==> config.mk <==
export PLATFORM = sky130hd
export DESIGN_NAME = regfile_write_arbiter_flat
export DESIGN_NICKNAME = d
export VERILOG_FILES = /design/src/rtl/regfile_write_arbiter_if.sv /design/src/rtl/regfile_write_arbiter.sv /design/src/flat_wrapper.sv
export SDC_FILE = /design/constraint.sdc
export NUM_CORES = 1
export LEC_CHECK = 0
export CAP_MARGIN = 10
export CORE_MARGIN = 2
export CORE_UTILIZATION = 40
export DETAILED_ROUTE_END_ITERATION = 16
export HOLD_SLACK_MARGIN = 0.12
export PLACE_DENSITY = 0.86
export SLEW_MARGIN = 20
export SYNTH_ARGS = -nofsm -noshare
export SYNTH_HDL_FRONTEND = slang
export SYNTH_SLANG_ARGS = --single-unit
==> constraint.sdc <==
create_clock -name clock -period 5.52 [get_ports clock]
set_clock_uncertainty 0.05 [all_clocks]
set_input_delay 1.656 -clock clock [delete_from_list [all_inputs] [get_ports clock]]
set_output_delay 1.656 -clock clock [all_outputs]
set_load 0.05 [all_outputs]
==> src/rtl/regfile_write_arbiter_if.sv <==
// Requester-side bundle for the register-file write arbiter: offer, grant,
// destination register, write data and the global hold.
interface regfile_write_arbiter_if #(
  parameter int NUM_REQ = 3,
  parameter int DATA_W  = 16,
  parameter int ADDR_W  = 4
);

  // Handshake: requester i raises req_valid[i] with req_reg/req_data slice i
  // and keeps all three stable until req_ready[i] is seen high at a rising
  // edge; that edge is the transfer. req_ready never depends on req_data.
  logic                      hold;
  logic [NUM_REQ-1:0]        req_valid;
  logic [NUM_REQ-1:0]        req_ready;
  logic [NUM_REQ*ADDR_W-1:0] req_reg;
  logic [NUM_REQ*DATA_W-1:0] req_data;

  modport master (
    output hold,
    output req_valid,
    output req_reg,
    output req_data,
    input  req_ready
  );

  modport slave (
    input  hold,
    input  req_valid,
    input  req_reg,
    input  req_data,
    output req_ready
  );

endinterface

==> src/rtl/regfile_write_arbiter.sv <==
// Shares the register-file write port between NUM_REQ write-back requesters and
// tracks pending writes. Define REGFILE_ARB_FIXED_PRIO_EN for fixed priority.
module regfile_write_arbiter #(
  parameter int NUM_REQ = 3,
  parameter int DATA_W  = 16,
  parameter int ADDR_W  = 4
) (
  input  logic                     clock,
  input  logic                     reset,
  regfile_write_arbiter_if.slave   req,
  input  logic                     rsv_valid,
  input  logic [ADDR_W-1:0]        rsv_reg,
  output logic                     rf_write,
  output logic [ADDR_W-1:0]        rf_write_reg,
  output logic [DATA_W-1:0]        rf_write_data,
  output logic [(2**ADDR_W)-1:0]   pending
);

  localparam int PTR_W = $clog2(NUM_REQ);

  logic [PTR_W-1:0]       base;
  logic [NUM_REQ-1:0]     grant;
  logic                   grant_any;
  logic                   transfer;
  logic [ADDR_W-1:0]      sel_reg;
  logic [DATA_W-1:0]      sel_data;
  logic [(2**ADDR_W)-1:0] pending_next;

  // First valid requester at or above base, wrapping modulo NUM_REQ.
  always_comb begin
    int                 cand;
    logic [PTR_W-1:0]   cand_idx;
    grant     = '0;
    grant_any = 1'b0;
    cand      = 0;
    cand_idx  = '0;
    for (int k = 0; k < NUM_REQ; k++) begin
      cand     = (int'(base) + k) % NUM_REQ;
      cand_idx = PTR_W'(cand);
      if (!grant_any && req.req_valid[cand_idx]) begin
        grant_any       = 1'b1;
        grant[cand_idx] = 1'b1;
      end
    end
  end

  assign req.req_ready = (req.hold || reset) ? '0 : grant;
  assign transfer      = grant_any && !req.hold && !reset;

  always_comb begin
    sel_reg  = '0;
    sel_data = '0;
    for (int k = 0; k < NUM_REQ; k++) begin
      if (grant[k]) begin
        sel_reg  = req.req_reg[k*ADDR_W +: ADDR_W];
        sel_data = req.req_data[k*DATA_W +: DATA_W];
      end
    end
  end

`ifdef REGFILE_ARB_FIXED_PRIO_EN
  assign base = '0;
`else
  logic [PTR_W-1:0] ptr;
  logic [PTR_W-1:0] ptr_next;

  always_comb begin
    ptr_next = ptr;
    if (transfer) begin
      for (int k = 0; k < NUM_REQ; k++) begin
        if (grant[k]) ptr_next = PTR_W'((k + 1) % NUM_REQ);
      end
    end
  end

  always_ff @(posedge clock or posedge reset) begin
    if (reset) ptr <= '0;
    else       ptr <= ptr_next;
  end

  assign base = ptr;
`endif

  // Register 0 is hardwired: its writes are accepted but never reach the file.
  always_ff @(posedge clock or posedge reset) begin
    if (reset) begin
      rf_write      <= 1'b0;
      rf_write_reg  <= '0;
      rf_write_data <= '0;
    end else begin
      rf_write <= transfer && (sel_reg != '0);
      if (transfer && (sel_reg != '0)) begin
        rf_write_reg  <= sel_reg;
        rf_write_data <= sel_data;
      end
    end
  end

  // A reservation on the same edge as the commit wins, so it is applied last.
  always_comb begin
    pending_next = pending;
    if (rf_write) pending_next[rf_write_reg] = 1'b0;
    if (rsv_valid && (rsv_reg != '0)) pending_next[rsv_reg] = 1'b1;
    pending_next[0] = 1'b0;
  end

  always_ff @(posedge clock or posedge reset) begin
    if (reset) pending <= '0;
    else       pending <= pending_next;
  end

endmodule

==> src/flat_wrapper.sv <==
// flat-port wrapper written by rule: the top's interface ports become plain ports
module regfile_write_arbiter_flat 
#(
  parameter int NUM_REQ = 3,
  parameter int DATA_W  = 16,
  parameter int ADDR_W  = 4
)
  (clock, reset, rsv_valid, rsv_reg, rf_write, rf_write_reg, rf_write_data, pending, req_hold, req_req_valid, req_req_reg, req_req_data, req_req_ready);
  regfile_write_arbiter_if #(.NUM_REQ(NUM_REQ), .DATA_W(DATA_W), .ADDR_W(ADDR_W)) req_i ();
  input  logic clock;
  input  logic reset;
  input  logic rsv_valid;
  input  logic [ADDR_W-1:0] rsv_reg;
  output logic rf_write;
  output logic [ADDR_W-1:0] rf_write_reg;
  output logic [DATA_W-1:0] rf_write_data;
  output logic [(2**ADDR_W)-1:0] pending;
  input wire logic [$bits(req_i.hold)-1:0] req_hold;
  input wire logic [$bits(req_i.req_valid)-1:0] req_req_valid;
  input wire logic [$bits(req_i.req_reg)-1:0] req_req_reg;
  input wire logic [$bits(req_i.req_data)-1:0] req_req_data;
  output wire logic [$bits(req_i.req_ready)-1:0] req_req_ready;
  assign req_i.hold = req_hold;
  assign req_i.req_valid = req_req_valid;
  assign req_i.req_reg = req_req_reg;
  assign req_i.req_data = req_req_data;
  assign req_req_ready = req_i.req_ready;
  regfile_write_arbiter #(.NUM_REQ(NUM_REQ), .DATA_W(DATA_W), .ADDR_W(ADDR_W)) u_core (.clock(clock), .reset(reset), .req(req_i), .rsv_valid(rsv_valid), .rsv_reg(rsv_reg), .rf_write(rf_write), .rf_write_reg(rf_write_reg), .rf_write_data(rf_write_data), .pending(pending));
endmodule
# Yosys cells after proc, flatten, opt, wreduce, memory -nomap -nowiden
# Cells that the tools add are included.
# word_totals
register_bits	38
in_bits	71
output_inout_bits	40
wordCells	79
# classes
addsub	2
div	3
n_lt_le_gt_ge	10
muxes	34
bitwise_logic	5
reduce_logical	20
# op_table
operator	n
$mux W16	5
$mod A32 B3 Y32 const B	2
$mod A3 B3 Y32 const B	1
$and A16 B16 Y16	1
$not A16 Y16	1
$or A16 B16 Y16	1
$mux W3	4
$mux W4	3
$logic_and A1 B1 Y1	11
$mux W1	11
$lt A4 B5 Y1 const B	2
$lt A2 B3 Y1 const B	3
$demux W1 S4	2
$ge A4 B1 Y1 const B	2
$reduce_bool A4 Y1	2
$bmux W1 S2	3
$demux W1 S2	3
$ge A2 B1 Y1 const B	3
$mux W2	3
$or A3 B3 Y3	2
$logic_not A1 Y1	4
$add A2 B1 Y3 const B	1
$add A2 B2 Y3 const B	1
$reduce_bool A3 Y1	1
other kinds (2)	2

# Logic depth before layout (Yosys ltp)
# Gate-level depths: netlist (run 1).
# logic_depth
ltp_word	15
mapped_depth	12
mapped_depth_nobuf	9

# Worst setup path before layout (run 1)
# No wires, ideal clock.
# synth_timing
path_kind	input port to output port
start	in req_req_valid[1]
end	out req_req_ready[2]
arrival_time_ps	3828
required_time_ps	3814
slack_ps	-14
path_stages	7
n_path_buf	2
cell_sequence	mux2i_1 o22ai_1 a21oi_1 nand2_1 buf_2 clkbuf_1 nor3_1
# synth_between
elab_chain_len	10
elab_cells_between_ends	18
classes_between	mux (12); bitwise (2); reduce/logical (4)
# synth_rtl
item	line	text
start, declared	flat_wrapper.sv:19	input wire logic [$bits(req_i.req_valid)-1:0] req_req_valid;
$bmux W1 S2	regfile_write_arbiter.sv:40	if (!grant_any && req.req_valid[cand_idx]) begin
$mux W1 (implied by the code)	regfile_write_arbiter.sv:40	
$mux W1	regfile_write_arbiter.sv:40	
$logic_not A1 Y1	regfile_write_arbiter.sv:40	
$logic_and A1 B1 Y1	regfile_write_arbiter.sv:40	
$mux W1	regfile_write_arbiter.sv:40	
$logic_not A1 Y1	regfile_write_arbiter.sv:40	
$logic_and A1 B1 Y1	regfile_write_arbiter.sv:40	
$mux W3 *	regfile_write_arbiter.sv:40	
$mux W3 *	regfile_write_arbiter.sv:47	assign req.req_ready = (req.hold || reset) ? '0 : grant;
end, declared	flat_wrapper.sv:22	output wire logic [$bits(req_i.req_ready)-1:0] req_req_ready;
# Every way passes the cells marked *; elsewhere a longest branch is shown, timed or not. The select of a mux whose other input is x is not followed.

# Final worst setup path (run 1)
# layout_timing
start	in req_req_valid[2]
end	out req_req_ready[0]
# The elaborated chain is that of the path after synthesis.

==> results of run 1 <==
worst max-delay path by stage:
stage,startpoint,to,slack (ps),depth (start not counted)
4_1_cts,req_req_valid[2],req_req_ready[2],180,7
5_1_grt,req_req_valid[2],req_req_ready[2],80,7
6_report,req_req_valid[2],req_req_ready[0],210,6
3_5_place_dp,req_req_valid[2],req_req_ready[2],180,7
2_1_floorplan,req_req_valid[0],req_req_ready[0],230,6
3_3_place_gp,req_req_valid[2],req_req_ready[0],240,6
area by class of cell:
| cell class | count | share of cell area |
|---|---|---|
| timing repair buffer | 116 | 0.321 |
| inverter | 9 | 0.00924 |
| sequential | 38 | 0.260 |
| tap | 75 | 0.0257 |
| clock buffer | 6 | 0.0226 |
| clock inverter | 2 | 0.00342 |
| multi-input combinational | 194 | 0.358 |
per-layer routing:
| layer | share of wire | GRT usage | routed length (um) |
|---|---|---|---|
| met1 | 0.40 | 0.256 | 2630 |
| met2 | 0.50 | 0.355 | 3300 |
| met3 | 0.093 | 0.0689 | 616 |
| met4 | 0.014 | 0.0712 | 93 |
| met5 | 0 | 0 | 0 |
Yosys cell counts, types with 4 or more instances:
library cell	instances
ha_1	4
mux2i_1	6
a21oi_1	4
o2bb2ai_1	4
dfrtp_1	38
nand2_1	25
a31oi_1	17
mux2_4	16
nand3_1	26
o21ai_0	31
clkbuf_1	8
nor2_1	21
inv_1	9
nand2b_1	5
a22oi_1	4
stage by stage:
stage / cell area (um2) / hold slack [ps] / util
2_1_floorplan: 2380 / 467 / -
6_report: 3660 / 457 / 0.629
3_3_place_gp: 3560 / 436 / 0.612
3_5_place_dp: 3560 / 442 / 0.612
4_1_cts: 3650 / 462 / 0.628
5_1_grt: 3660 / 481 / 0.629
power by group through the flow:
stage / Clock [mW] / Sequential [mW] / Combinational (mW)
after floorplan: 0 / 0.912 / 0.775
after global placement: 0 / 0.504 / 1.63
after detailed placement: 0 / 0.506 / 1.68
after CTS: 0.206 / 0.505 / 1.68
after global routing: 0.218 / 0.521 / 1.79
final: 0.200 / 0.506 / 1.67
worst max-delay path: stages:
cell	delay, ps
clkdlybuf4s50_1	530
mux2_4	320
or4_4	490
a41oi_4	230
and2_1	220
buf_12	150
logic make-up (layout without fill, tap and decap cells):
logic type / count (synthesis) / count (layout) / share of synthesized area
and+or+nand+nor: 92 / 92 / 0.189
AOI/OAI and AO/OA: 74 / 74 / 0.205
DFF: 38 / 38 / 0.400
buffers and inverters: 25 / 133 / 0.0521
muxes: 23 / 23 / 0.131
adders and majority gates: 4 / 4 / 0.0211
other: 1 / 1 / 0.00158
==> impl_metrics.env, run 1 <==
export IMPL_status="completed"
export IMPL_io_pins=111
export IMPL_synth_area_top_cells="dfrtp_1 40%, mux2_4 10%, o21ai_0 6.5%"
export IMPL_ys_warn_count=0
export IMPL_dp_hpwl_um=5210
export IMPL_crit_fanout=8
export IMPL_drtAntennaViolNets=0
export IMPL_crit_arrival_ps=3610
export IMPL_power_density_nw_per_um2=651
export IMPL_drt_wl_total_um=6650
export IMPL_area_delta_synth_final_pct=53.8
export IMPL_seq_power_share=0.212
export IMPL_min_path_cells=1
export IMPL_cts_buffer_depth=2
export IMPL_syn_area_um2=2380
export IMPL_critPathRequiredTime_ps=3810
export IMPL_yosysTopAreaCellShare=0.400
export IMPL_max_vdd_ir_drop_v=0.000319
export IMPL_clock_latency_ps=290
export IMPL_p_leak_nw=1.50
export IMPL_rr_worst_depth=10
export IMPL_layout_cells_non_filler=440
export IMPL_cts_resized=0
export IMPL_dp_cells=432
export IMPL_reg2reg_setup_slack_ps=1710
export IMPL_pre_cts_slack_ps=179
export IMPL_numPortBuffers=109
export IMPL_clk_pin_slew_ps=70
export IMPL_syn_avg_cell_area_um2=9.25
export IMPL_cts_tree="yes"
export IMPL_grt_pass1_vias=2326
export IMPL_hold_violations=0
export IMPL_h_tree_depth=2
export IMPL_grt_antenna_before_repair=0
export IMPL_drv_slew=0
export IMPL_p_int_mw=1.18
export IMPL_track_usage=0.212
export IMPL_ys_ff_latch=38
export IMPL_setup_violations=0
export IMPL_reg2reg_to="u_core.rf_write_reg[0]"
export IMPL_drc=0
export IMPL_switching_share=0.506
export IMPL_setup_slack_ps=208
export IMPL_synth_largest_area_cell="dfrtp_1"
export IMPL_p_sw_mw=1.20
export IMPL_fmax_mhz=188
export IMPL_grt_pass1_wl_um=10700
export IMPL_synthCells=257
export IMPL_ys_types=44
export IMPL_layout_common_cells="106 x clkdlybuf4s50_1, 38 x dfrtp_1, 31 x o21ai_0"
export IMPL_combinationalPowerShare=0.704
export IMPL_post_drt_wl_per_cell_um=15.1
export IMPL_seq_area_um2=951
export IMPL_ctsRootBufferMaster="clkbuf_8"
export IMPL_dieHeight_um=81.1
export IMPL_synthFlopType="dfrtp_1"
export IMPL_tightest_slew_ps=1030
export IMPL_start_util=0.409
export IMPL_startpoint_type="primary input"
export IMPL_min_period_ps=5310
export IMPL_fp_dieArea_um2=6580
export IMPL_timing_hold_worst_endpoint="u_core.rf_write_data[6]"
export IMPL_fillerInstances=504
export IMPL_slew_headroom=0.314
export IMPL_antennaDiodeCount=0
export IMPL_die_x_um=81.1
export IMPL_syn_nets=332
export IMPL_first_iter_violations=97
export IMPL_grt_start_max_net_pins=39
export IMPL_postCtsSetupBuffers=0
export IMPL_power_mw=2.38
export IMPL_ctsHoldBuffers=0
export IMPL_hold_path_class="flip-flop to flip-flop"
export IMPL_fp_row_count=28
export IMPL_viasPerCell=5.47
export IMPL_min_from="u_core.rf_write_data[6]"
export IMPL_clock_sinks=38
export IMPL_grt_overflow=0
export IMPL_async_flop_share=1.00
export IMPL_vias=2408
export IMPL_path_class="primary input to primary output"
export IMPL_gp_congestion=0.859
export IMPL_ys_seq_area_frac=0.400
export IMPL_largest_reg_flops=16
export IMPL_finalSetupTns_ps=0
export IMPL_firstDrtPassIters=4
export IMPL_power_share_clock=0.084
export IMPL_drive_gt1_frac=0.121
export IMPL_multi_input_area_um2=1310
export IMPL_core_area_um2=5820
export IMPL_r2r_start="u_core.base[0]"
export IMPL_final_common_cell="clkdlybuf4s50_1"
export IMPL_cap_violations=0
export IMPL_nets=439
export IMPL_rsz0062_at_grt="no"
export IMPL_worst_setup_path_end_kind="primary output"
export IMPL_synth_edf_count=0
export IMPL_cts_buffers=5
export IMPL_post_route_period_util=0.962
(Power assumes the default switching activity.)
==> run 2: changes to the inputs <==
Settings changed: CORE_MARGIN 2 to 10, CORE_UTILIZATION 40 to 42, PLACE_DENSITY 0.86 to 0.9, SLEW_MARGIN 20 to default.
==> run 2 against run 1 <==
Fmax rose by 0.86%; cell count fell by 0.45%; first-iteration DRC count increased by 15%; global-route usage decreased by 4.6 points; die area is 38% higher; power decreased by 0.39%; utilization grew 3.4 points; register-to-register slack improved by 70 ps; sequential power barely moved; critical path type unchanged; largest power group unchanged; highest routed layer unchanged.
==> impl_metrics.env, run 2 (same netlist as run 1, synthesis figures left out) <==
export IMPL_status="completed"
export IMPL_drt_wl_total_um=7540
export IMPL_drtAntennaViolNets=0
export IMPL_cts_buffers=5
export IMPL_grt_pass1_vias=2484
export IMPL_numPortBuffers=109
export IMPL_timing_hold_worst_endpoint="u_core.rf_write_data[8]"
export IMPL_dp_cells=431
export IMPL_cap_violations=0
export IMPL_cpLargestDelayFamily="simple AND/OR/NAND/NOR gates"
export IMPL_cts_buffer_depth=2
export IMPL_slew_headroom=0.276
export IMPL_grt_overflow=0
export IMPL_grt_pass1_wl_um=12000
export IMPL_setup_slack_ps=253
export IMPL_r2r_start="u_core.base[1]"
export IMPL_tightest_slew_ps=1090
export IMPL_p_int_mw=1.17
export IMPL_post_drt_wl_per_cell_um=17.2
export IMPL_p_leak_nw=1.50
export IMPL_grt_antenna_before_repair=0
export IMPL_gp_congestion=0.875
export IMPL_viasPerCell=5.53
export IMPL_fp_row_count=27
export IMPL_min_period_ps=5270
export IMPL_grt_start_max_net_pins=39
export IMPL_layout_common_cells="106 x clkdlybuf4s50_1, 38 x dfrtp_1, 31 x o21ai_0"
export IMPL_layout_cells_non_filler=438
export IMPL_vias=2422
export IMPL_path_cells="clkdlybuf4s50_1 -> mux2_4 -> or4_4 -> a41oi_4 -> and2_1 -> buf_12"
export IMPL_final_util=0.663
export IMPL_power_density_nw_per_um2=650
export IMPL_rr_worst_depth=11
export IMPL_p_sw_mw=1.20
export IMPL_nets=441
export IMPL_startpoint_type="primary input"
export IMPL_critPathRequiredTime_ps=3810
export IMPL_largest_reg_flops=16
export IMPL_dieHeight_um=95.2
export IMPL_seq_power_share=0.214
export IMPL_hold_path_class="flip-flop to flip-flop"
export IMPL_max_stage_delay_ps=500
export IMPL_postCtsSetupBuffers=0
export IMPL_final_common_cell="clkdlybuf4s50_1"
export IMPL_dp_hpwl_um=6070
export IMPL_reg2reg_setup_slack_ps=1780
export IMPL_crit_fanout=6
export IMPL_combinationalPowerShare=0.710
export IMPL_ctsRootBufferMaster="clkbuf_8"
export IMPL_power_share_clock=0.076
export IMPL_cts_tree="yes"
export IMPL_path_class="primary input to primary output"
export IMPL_drv_slew=0
export IMPL_rsz0062_at_grt="no"
export IMPL_crit_arrival_ps=3560
export IMPL_track_usage=0.166
export IMPL_pre_cts_slack_ps=252
export IMPL_post_route_period_util=0.954
export IMPL_clock_sinks=38
export IMPL_clk_pin_slew_ps=70
export IMPL_fmax_mhz=190
export IMPL_cp_slowest_cell="clkdlybuf4s50_1"
export IMPL_start_util=0.432
export IMPL_worst_setup_path_end_kind="primary output"
export IMPL_post_dp_cell_area_um2=3570
export IMPL_firstDrtPassIters=4
export IMPL_finalSetupTns_ps=0
export IMPL_h_tree_depth=2
export IMPL_drive_gt1_frac=0.120
export IMPL_min_path_cells=1
export IMPL_antennaDiodeCount=0
export IMPL_setup_violations=0
export IMPL_first_iter_violations=112
export IMPL_drc=0
export IMPL_fp_dieArea_um2=9070
export IMPL_switching_share=0.508
export IMPL_cts_resized=0
export IMPL_max_vdd_ir_drop_v=0.000301
export IMPL_die_x_um=95.2
export IMPL_ctsHoldBuffers=0
export IMPL_min_from="u_core.rf_write_data[8]"
export IMPL_hold_violations=0
export IMPL_io_pins=111
export IMPL_final_area_um2=3650
export IMPL_path_buf_inv=2
export IMPL_area_delta_synth_final_pct=53.5
export IMPL_core_area_um2=5510
export IMPL_clock_latency_ps=290
export IMPL_reg2reg_to="u_core.rf_write_reg[2]"
-- run 2: cell count changes in the layout (fill, tap and decap cells not counted), sizes merged --
cell | before | now
buf | 10 | 12
clkinv | 1 | 2
clkbuf | 6 | 5
clkinvlp | 1 | 0
-- run 2: power by group through the flow --
stage               Combinational (mW)  Clock [mW]  Sequential, mW
detailed placement                1.69           0           0.510
finish                            1.68       0.179           0.508
floorplan                        0.775           0           0.912
global route                      1.80       0.197           0.524
CTS                               1.69       0.184           0.506
global placement                  1.65           0           0.504
-- run 2: worst register-to-register path, cell delays in order, from the launching register on --
cell	delay, ps
dfrtp_1	420
inv_1	100
ha_1	290
mux2_4	340
or4_4	500
a41oi_4	230
buf_4	280
nand3_1	120
o2bb2ai_1	180
a41o_1	650
buf_4	340
mux2i_1	120
-- run 2: how the worst max path moves through the flow --
stage / from / end / depth (start not counted) / slack, ps
CTS: req_req_valid[0] / req_req_ready[0] / 6 / 250
finish: req_req_valid[0] / req_req_ready[0] / 6 / 250
detailed placement: req_req_valid[0] / req_req_ready[0] / 6 / 250
floorplan: req_req_valid[0] / req_req_ready[0] / 6 / 230
global route: req_req_valid[2] / req_req_ready[2] / 8 / 90
global placement: req_req_valid[0] / req_req_ready[0] / 6 / 300
-- run 2: layer usage --
| metal | vias to the layer above | part of all wire | track usage |
|---|---|---|---|
| met5 | - | 0 | 0 |
| met4 | 0 | 0.015 | 0.0524 |
| met3 | 10 | 0.12 | 0.0778 |
| met2 | 132 | 0.46 | 0.270 |
| met1 | 1131 | 0.40 | 0.188 |
| li1 | 1149 | - | - |
-- run 2: final cells by class --
| class | count | area, um2 |
|---|---|---|
| flip-flops and latches | 38 | 951 |
| repair buffers | 118 | 1190 |
| clock buffers | 5 | 68.8 |
| clock inverters | 2 | 10.0 |
| inverters | 9 | 33.8 |
| fillers | 450 | 1860 |
| well taps | 72 | 90.1 |
| multi-input cells | 194 | 1310 |
-- run 2: metrics by stage --
step	power [mW]	hold WS, ps
final	2.37	464
after global routing	2.52	482
after CTS	2.38	468
after detailed placement	2.20	446
after global placement	2.16	437
after floorplan	1.69	467
==> run 3: changes to the inputs <==
Settings changed: REMOVE_ABC_BUFFERS from default to 1.
==> run 3 against run 2 <==
Sequential share of layout area about the same; first-iteration DRC count shrank 28%; combinational power barely moved; critical path depth grew 1; cell area rose by 0.10%; via count decreased by 0.78%; power rose by 0.19%; register-to-register slack improved by 360 ps; utilization up 0.068 points; largest cell class unchanged; largest power group unchanged.
==> impl_metrics.env, run 3 (same netlist as run 1, synthesis figures left out) <==
export IMPL_crit_arrival_ps=3640
export IMPL_p_leak_nw=1.50
export IMPL_grt_overflow=0
export IMPL_postCtsSetupBuffers=0
export IMPL_drtAntennaViolNets=0
export IMPL_fp_dieArea_um2=9070
export IMPL_slew_headroom=0.643
export IMPL_post_drt_wl_per_cell_um=17.5
export IMPL_largest_reg_flops=16
export IMPL_numPortBuffers=109
export IMPL_cap_violations=0
export IMPL_critPathRequiredTime_ps=3810
export IMPL_cts_tree="yes"
export IMPL_clock_sinks=38
export IMPL_firstDrtPassIters=5
export IMPL_setup_violations=0
export IMPL_hold_path_class="flip-flop to flip-flop"
export IMPL_crit_fanout=8
export IMPL_pre_cts_slack_ps=188
export IMPL_die_x_um=95.2
export IMPL_power_density_nw_per_um2=650
export IMPL_drv_slew=0
export IMPL_layout_cells_non_filler=438
export IMPL_start_util=0.432
export IMPL_status="completed"
export IMPL_setup_slack_ps=172
export IMPL_final_common_cell="clkdlybuf4s50_1"
export IMPL_io_pins=111
export IMPL_multi_input_area_um2=1300
export IMPL_cts_buffer_depth=2
export IMPL_gp_congestion=1.00
export IMPL_first_iter_violations=81
export IMPL_antennaDiodeCount=0
export IMPL_worst_setup_path_end_kind="primary output"
export IMPL_max_vdd_ir_drop_v=0.000341
export IMPL_fp_row_count=27
export IMPL_rsz0062_at_grt="no"
export IMPL_drt_wl_total_um=7680
export IMPL_grt_start_max_net_pins=39
export IMPL_path_class="primary input to primary output"
export IMPL_dp_cells=430
export IMPL_hold_violations=0
export IMPL_clk_pin_slew_ps=70
export IMPL_seq_area_um2=951
export IMPL_dp_hpwl_um=6070
export IMPL_h_tree_depth=2
export IMPL_min_period_ps=5350
export IMPL_grt_pass1_vias=2462
export IMPL_layout_common_cells="106 x clkdlybuf4s50_1, 38 x dfrtp_1, 31 x o21ai_0"
export IMPL_cts_resized=0
export IMPL_startpoint_type="primary input"
export IMPL_drc=0
export IMPL_viasPerCell=5.49
export IMPL_fmax_mhz=187
export IMPL_clock_latency_ps=290
export IMPL_tightest_slew_ps=534
export IMPL_fillerInstances=451
export IMPL_vias=2403
export IMPL_ctsHoldBuffers=0
export IMPL_area_delta_synth_final_pct=53.7
export IMPL_post_route_period_util=0.969
export IMPL_nets=440
export IMPL_grt_pass1_wl_um=11900
export IMPL_grt_antenna_before_repair=0
export IMPL_track_usage=0.165
export IMPL_ctsRootBufferMaster="clkbuf_8"
export IMPL_core_area_um2=5510
export IMPL_dieHeight_um=95.2
export IMPL_drive_gt1_frac=0.117
export IMPL_cts_buffers=5
==> run 3: final cells by class <==
class	instances	area share
clock buffers	6	0.0226
repair buffers	117	0.323
well taps	72	0.0247
clock inverters	2	0.00342
flip-flops and latches	38	0.260
inverters	9	0.00925
multi-input cells	194	0.357
==> run 3: metal layers <==
layer	vias to the layer above	track usage	wire, um
met5	-	0	0
li1	1147	-	-
met3	18	0.0754	920
met2	125	0.294	3750
met4	0	0.0623	190
met1	1113	0.164	2810
==> run 3: path summary, 6_finish.rpt <==
check	startpoint	to	slack (ps)	depth (start not counted)
worst max-delay path	req_req_valid[2]	req_req_ready[2]	170	7
worst min-delay path	u_core.pending[14]	u_core.pending[14]	460	2
max in group asynchronous	reset	u_core.pending[12]	3300	3
worst min register to register	u_core.pending[14]	u_core.pending[14]	460	2
min in group asynchronous	reset	u_core.rf_write_reg[1]	1800	3
worst max register to register	u_core.base[1]	u_core.rf_write_data[3]	2140	11
==> run 3: power breakdown <==
| group | switching, mW | leakage, nW | internal (mW) | total (mW) |
|---|---|---|---|---|
| Sequential | 0.0962 | 0.435 | 0.409 | 0.505 |
| Clock | 0.0984 | 0.0472 | 0.100 | 0.199 |
| Combinational | 1.01 | 1.02 | 0.665 | 1.67 |
| Total | 1.20 | 1.50 | 1.17 | 2.38 |
==> run 3: metrics by stage <==
stage / area (um2) / util / hold WS, ps / TNS [ps] / power, mW
finish: 3650 / 0.663 / 458 / 0 / 2.38
floorplan: 2290 / - / 467 / -272 / 1.64
global placement: 3560 / 0.646 / 439 / 0 / 2.14
detailed placement: 3560 / 0.646 / 442 / 0 / 2.18
CTS: 3650 / 0.663 / 460 / 0 / 2.39
global route: 3650 / 0.663 / 467 / 0 / 2.52
==> run 3: critical path, stage by stage <==
cell             delay [ps]
clkdlybuf4s50_1         620
nor2b_1                 260
nand3_1                 150
o2111ai_1               260
nand2_1                 190
nor3_1                  310
buf_12                  180
